<file path="src/rtl/mips_seq_pkg.sv">
// Shared types and helpers for the branch/PC sequencer: state encoding, PC step, offset extension.
package mips_seq_pkg;

  typedef enum logic {
    StRun   = 1'b0,
    StBrTgt = 1'b1
  } seq_state_e;

  localparam logic [31:0] PC_INC = 32'd4;

  // Sign-extend a 16-bit word offset, optionally converting it to a byte offset.
  function automatic logic [31:0] sext_shift(input logic [15:0] imm, input logic shl2);
    logic [31:0] ext;
    ext = {{16{imm[15]}}, imm};
    return shl2 ? {ext[29:0], 2'b00} : ext;
  endfunction

endpackage

</file>
<file path="src/rtl/branch_pc_sequencer_if.sv">
// Decode-to-fetch bundle: decode control/immediates in, fetch PC and redirect status out.
interface branch_pc_sequencer_if;

  logic        stall;
  logic        dec_valid;
  logic        is_branch;
  logic        br_taken;
  logic        is_jump;
  logic [15:0] imm16;
  logic [25:0] jidx;
  logic        dec_ready;
  logic [31:0] pc;
  logic [31:0] pc_plus4;
  logic        flush;
  logic        busy;

  modport master (
    output stall, dec_valid, is_branch, br_taken, is_jump, imm16, jidx,
    input  dec_ready, pc, pc_plus4, flush, busy
  );

  modport slave (
    input  stall, dec_valid, is_branch, br_taken, is_jump, imm16, jidx,
    output dec_ready, pc, pc_plus4, flush, busy
  );

endinterface

</file>
<file path="src/rtl/shift_add32.sv">
// Combinational adder with optional left-shift-by-2 on the second operand.
module shift_add32 (
  input  logic [31:0] a,
  input  logic [31:0] b,
  input  logic        shift,
  output logic [31:0] sum
);

  assign sum = a + (shift ? {b[29:0], 2'b00} : b);

endmodule

</file>
<file path="src/rtl/branch_pc_sequencer.sv">
// Fetch PC owner: sequential increment, one-cycle jumps, two-cycle taken branches on a shared adder.
module branch_pc_sequencer
  import mips_seq_pkg::*;
#(
  parameter logic [31:0] RESET_PC = 32'h0000_0000,
  parameter int unsigned XLEN     = 32
) (
  input logic                  clk,
  input logic                  rst_n,
  branch_pc_sequencer_if.slave bus
);

  seq_state_e      state_q, state_d;
  logic [XLEN-1:0] pc_q, pc_d;
  logic [XLEN-1:0] pc_plus4_q, pc_plus4_d;
  logic [15:0]     imm_q, imm_d;
  logic            flush_q, flush_d;
  logic            pc_load;
  logic            accept;
  logic [XLEN-1:0] add_a, add_b, sum;
  logic            add_shift;
  logic [XLEN-1:0] jump_target;

  assign accept      = bus.dec_valid & bus.dec_ready;
  assign jump_target = {pc_plus4_q[31:28], bus.jidx, 2'b00};

  // Adder operand select: PC increment in RUN, branch target in BR_TGT.
  always_comb begin
    add_a     = pc_q;
    add_b     = PC_INC;
    add_shift = 1'b0;
    if (state_q == StBrTgt) begin
      add_a     = pc_plus4_q;
      add_b     = sext_shift(imm_q, 1'b0);
      add_shift = 1'b1;
    end
  end

  shift_add32 u_adder (
    .a    (add_a),
    .b    (add_b),
    .shift(add_shift),
    .sum  (sum)
  );

  always_comb begin
    state_d    = state_q;
    pc_d       = pc_q;
    pc_plus4_d = pc_plus4_q;
    imm_d      = imm_q;
    flush_d    = 1'b0;
    pc_load    = 1'b0;
    if (!bus.stall) begin
      unique case (state_q)
        StRun: begin
          if (accept && bus.is_jump) begin
            pc_d    = jump_target;
            pc_load = 1'b1;
            flush_d = 1'b1;
          end else if (accept && bus.is_branch && bus.br_taken) begin
            imm_d   = bus.imm16;
            state_d = StBrTgt;
          end else begin
            pc_d    = sum;
            pc_load = 1'b1;
          end
        end
        StBrTgt: begin
          pc_d    = sum;
          pc_load = 1'b1;
          flush_d = 1'b1;
          state_d = StRun;
        end
        default: state_d = StRun;
      endcase
    end
    // pc_plus4 always tracks pc + 4 so a following branch can use it as its base.
    if (pc_load) begin
      pc_plus4_d = pc_d + PC_INC;
    end
  end

  always_ff @(posedge clk) begin
    if (!rst_n) begin
      state_q    <= StRun;
      pc_q       <= RESET_PC;
      pc_plus4_q <= RESET_PC + PC_INC;
      imm_q      <= '0;
      flush_q    <= 1'b0;
    end else begin
      state_q    <= state_d;
      pc_q       <= pc_d;
      pc_plus4_q <= pc_plus4_d;
      imm_q      <= imm_d;
      flush_q    <= flush_d;
    end
  end

  assign bus.dec_ready = (state_q == StRun) & ~bus.stall;
  assign bus.pc        = pc_q;
  assign bus.pc_plus4  = pc_plus4_q;
  assign bus.flush     = flush_q & ~bus.stall;
  assign bus.busy      = (state_q == StBrTgt);

endmodule

</file>
<file path="src/flat_wrapper.sv">
// flat-port wrapper written by rule: the top's interface ports become plain ports
module branch_pc_sequencer_flat import mips_seq_pkg::*;
#(
  parameter logic [31:0] RESET_PC = 32'h0000_0000,
  parameter int unsigned XLEN     = 32
)
  (clk, rst_n, bus_stall, bus_dec_valid, bus_is_branch, bus_br_taken, bus_is_jump, bus_imm16, bus_jidx, bus_dec_ready, bus_pc, bus_pc_plus4, bus_flush, bus_busy);
  branch_pc_sequencer_if bus_i ();
  input logic clk;
  input logic rst_n;
  input wire logic [$bits(bus_i.stall)-1:0] bus_stall;
  input wire logic [$bits(bus_i.dec_valid)-1:0] bus_dec_valid;
  input wire logic [$bits(bus_i.is_branch)-1:0] bus_is_branch;
  input wire logic [$bits(bus_i.br_taken)-1:0] bus_br_taken;
  input wire logic [$bits(bus_i.is_jump)-1:0] bus_is_jump;
  input wire logic [$bits(bus_i.imm16)-1:0] bus_imm16;
  input wire logic [$bits(bus_i.jidx)-1:0] bus_jidx;
  output wire logic [$bits(bus_i.dec_ready)-1:0] bus_dec_ready;
  output wire logic [$bits(bus_i.pc)-1:0] bus_pc;
  output wire logic [$bits(bus_i.pc_plus4)-1:0] bus_pc_plus4;
  output wire logic [$bits(bus_i.flush)-1:0] bus_flush;
  output wire logic [$bits(bus_i.busy)-1:0] bus_busy;
  assign bus_i.stall = bus_stall;
  assign bus_i.dec_valid = bus_dec_valid;
  assign bus_i.is_branch = bus_is_branch;
  assign bus_i.br_taken = bus_br_taken;
  assign bus_i.is_jump = bus_is_jump;
  assign bus_i.imm16 = bus_imm16;
  assign bus_i.jidx = bus_jidx;
  assign bus_dec_ready = bus_i.dec_ready;
  assign bus_pc = bus_i.pc;
  assign bus_pc_plus4 = bus_i.pc_plus4;
  assign bus_flush = bus_i.flush;
  assign bus_busy = bus_i.busy;
  branch_pc_sequencer #(.RESET_PC(RESET_PC), .XLEN(XLEN)) u_core (.clk(clk), .rst_n(rst_n), .bus(bus_i));
endmodule
</file>
<file path="config.mk">
export PLATFORM = sky130hd
export DESIGN_NAME = branch_pc_sequencer_flat
export DESIGN_NICKNAME = d
export VERILOG_FILES = /design/src/rtl/mips_seq_pkg.sv /design/src/rtl/branch_pc_sequencer_if.sv /design/src/rtl/shift_add32.sv /design/src/rtl/branch_pc_sequencer.sv /design/src/flat_wrapper.sv
export SDC_FILE = /design/constraint.sdc
export NUM_CORES = 1
export LEC_CHECK = 0
export ABC_CLOCK_PERIOD_IN_PS = 4190
export CAP_MARGIN = 20
export CORE_ASPECT_RATIO = 1.1
export CORE_MARGIN = 1.5
export CORE_UTILIZATION = 49
export CTS_CLUSTER_DIAMETER = 120
export DETAILED_ROUTE_END_ITERATION = 12
export GPL_ROUTABILITY_DRIVEN = 0
export HOLD_SLACK_MARGIN = 0.03
export PLACE_DENSITY = 0.75
export SLEW_MARGIN = 15
export SYNTH_ARGS = -nofsm -noshare
export SYNTH_HDL_FRONTEND = slang
export SYNTH_SLANG_ARGS = --single-unit
</file>
<file path="constraint.sdc">
create_clock -name clk -period 4.19 [get_ports clk]
set_input_delay 0.419 -clock clk [delete_from_list [all_inputs] [get_ports clk]]
set_output_delay 0.419 -clock clk [all_outputs]
set_load 0.01 [all_outputs]
</file>
==> impl_results.md <==
* Final Core Density at about two thirds
* Core area at 12800 um2
* Startpoint Class: register
* Slowest cell on crit path: dfxtp_4
* Failing checks: design-rule violations
* Post-Synth XOR/XNOR Area at under 10%
* Port Buffers at 115
* Avg Inst Size Synth at roughly 7.6 um2
* Number of synthesized flops with an enable pin at 0
* Setup CP Type: reg -> reg
* DRT Pass-1 Iters at 10
* Fill count at around 1100
* DP HPWL at 16400 um
* Pwr dens at 257 nW/um2
* CP startpoint: u_core.bus.busy
* Worst-path fanout max at 12
* CTS buffer count at 9
* Max_slew headroom at 52.7%
* Layout cells sized above 1 at a little over an eighth
* Worst VDD drop at 0.176 mV
* Worst-margin pin slew at around 710 ps
* Overall Power at approximately 2.1 mW
* Ys async rst share at 0%
* Crit-path max cell delay at about 480 ps
* Max-cap viol count at 0
* Initial core utilization at between 50 and 60%
* Num ports at 116
* Area growth, synth to finish at 29.3%
* Clk buf depth at 2
* Yosys cell types at 84
* Clock skew at between 9 and 10 ps
* RSZ-0062 raised after global routing: false
* CTS Hold Bufs at 0
* Reg2reg path depth at 14
* Ant. Diodes at 0
* CTS HTree Levels at 3
* Clock latency at the later pin of the worst-skew pair at around 360 ps
* Post-synthesis mux area share at under 10%
* FMAX at 0.250 GHz
* Crit end category: register
* CTS Root Cell: clkbuf_16
* Nets at between 1000 and 1500
* Routed wire per std cell at roughly 19 um
* Multi-input gate area at 4610 um2
* Synth Area in Compound Gates at 27.1%
* DRT antenna net count at 0
* # clock sinks at a little over 80
* Post-Syn Area at between 6000 and 7000 um2
* Placement row count at 43
* CP Cell Sequence: buf_4 -> mux2_2 -> ha_1 -> a21oi_2 -> o2111ai_1 -> a21bo_2 -> nor3_1 -> a211oi_1 -> or3_1 -> a31o_2 -> nor4b_4 -> and3_1 -> a31o_1 -> a31oi_1
* Die area at roughly 14000 um2
* Synth Area in Simple Gates at between 20% and 30%
* Largest family of logic cells by synthesized area: compound AO/OA/AOI/OAI gates
* Setup ws final at 190 ps
* Die Span Y at around 120 um
* CTS tree: built
* Mapped Cells at approximately 850
* Clock slew at reported path FFs at 70 ps
* Final period util at between 90 and 100%
* Commonest non-fill, non-tap cell in the layout: clkdlybuf4s50_1
* CP Data Required Time at around 4500 ps
* DR iter-0 viols at 694
* Final setup violation count at 0
* Adder-cell share of the synthesized area at 6.00%
* Hold Path Class: reg -> reg
* Synthesized flop and latch total at 82
* Syn. warnings at 0
* Commonest non-fill, non-tap cells in the layout: clkdlybuf4s50_1, nand2_1, a21oi_1
* Final count of hold timing violations at 0
* Post-Route WL at 22100 um
* First-pass GRT wire length at between 30000 and 40000 um
* Critical Path AT at approximately 4300 ps
* Total overflow reported by the global router at 0
* Pins Over Slew Limit at 0
* Vias at approximately 7100
* Status: complete, but fails checks
* Via density at 6.28
* DRC at 7
* Hold path cells at 2
* Initial antenna violation count at 0
* Gr usage total at 31.7%
* Largest net degree at the start of global routing at slightly below 60
* Hold_sp: u_core.imm_q[11]
* Lkg Pwr at between 3 and 4 nW
* R2R Path Start: u_core.bus.busy
* Placement Setup Slack at -63.4 ps
* Dominant synthesized flop cell: dfxtp_1
* Tmin final at approximately 4000 ps
* Sequential share of the synthesized area at around a quarter
* Vias in the first global route at about 6800
* Syn nets at between 900 and 1000
* Register area at about 1600 um2
* Die width at roughly 110 um
## synth_stat cells, types with 3 or more instances
master	number	area share, %
a211o_1	4	0.54
a211oi_1	18	2.1
a21o_1	12	1.4
a21oi_1	85	6.6
a22oi_1	6	0.70
a31o_1	3	0.41
a31oi_1	10	0.97
and2_1	35	3.4
and3_1	11	1.1
and4_1	7	0.95
buf_1	5	0.29
buf_2	8	0.62
clkbuf_1	36	2.1
dfxtp_1	82	25
ha_1	31	6.0
inv_1	17	0.99
mux2_2	28	4.9
nand2_1	103	6.0
nand2b_1	6	0.58
nand3_1	31	2.4
nand3b_1	4	0.46
nand4_1	16	1.5
nor2_1	59	3.4
nor2b_1	10	0.97
nor3_1	12	0.93
nor3b_2	3	0.58
nor4_1	6	0.58
o2111ai_1	3	0.41
o211a_1	3	0.46
o211ai_1	8	0.93
o21a_1	12	1.4
o21ai_0	38	2.9
o21ai_1	8	0.62
o21bai_1	3	0.35
o22a_1	4	0.54
o22ai_1	11	1.1
o31ai_1	4	0.46
or3_1	9	0.87
xnor2_1	24	3.3
xor2_1	15	2.0
## power breakdown
group | leakage, nW | switching [mW] | internal (mW) | total [mW]
registers | 0.671 | 0.0390 | 0.818 | 0.857
logic | 2.45 | 0.261 | 0.246 | 0.507
clock network | 0.132 | 0.360 | 0.420 | 0.781
total | 3.26 | 0.660 | 1.48 | 2.15
## flip-flops by register name, indices dropped and copies added (netlist names)
name	count
u_core.bus.pc	32
u_core.bus.pc_plus4	32
u_core.imm_q	16
u_core.bus.busy	1
u_core.flush_q	1
## metal layers
layer,wire length (um),global-route usage (%),vias to the layer above
li1,-,-,3368
met1,9050,38.6,3278
met2,10300,54.9,393
met3,1800,4.41,91
met4,959,16.9,0
met5,0,0,-
## path summary, 6_finish.rpt
path | to | slack (ps)
max | u_core.bus.pc_plus4[31] | 190
min | u_core.imm_q[11] | 450
max reg2reg | u_core.bus.pc_plus4[31] | 190
min reg2reg | u_core.imm_q[11] | 450
## logic make-up (layout without fill, tap and decap cells)
group	after synthesis	after routing
AOI/OAI and AO/OA	266	266
xor gates and xnor gates	39	39
adders and majority gates	31	31
buffers and inverters	68	200
DFF	82	82
muxes	30	30
other	1	1
and+or+nand+nor	330	330
## layout make-up
cell class              count  area share [%]
repair buffers            167            18.6
inverters                  17           0.764
well taps                 157            2.35
clock buffers              11            2.91
clock inverters             5           0.449
flip-flops and latches     82            19.7
multi-input cells         697            55.2
## metrics by stage
stage	cells	instance area, um2	TNS [ps]	hold slack [ps]
floorplan	847	6470	0	431
global placement	1119	8010	-1.06	441
detailed placement	1119	8010	-86.4	448
CTS	1135	8290	0	455
global route	1136	8360	0	475
finish	1136	8360	0	455
## repair_timing
action,CTS,global route
gates resized for setup,2,17
setup endpoints to repair,2,10
setup buffers,0,1
## critical path: cells and delay by family (launching register included)
| family | cells | cell delay [ps] |
|---|---|---|
| fa+ha+maj | 1 | 380 |
| compound gates | 7 | 1510 |
| mux | 1 | 350 |
| buf+inv | 1 | 220 |
| simple gates | 4 | 990 |
| flops | 1 | 480 |
Power figures use the tool's default switching activity.
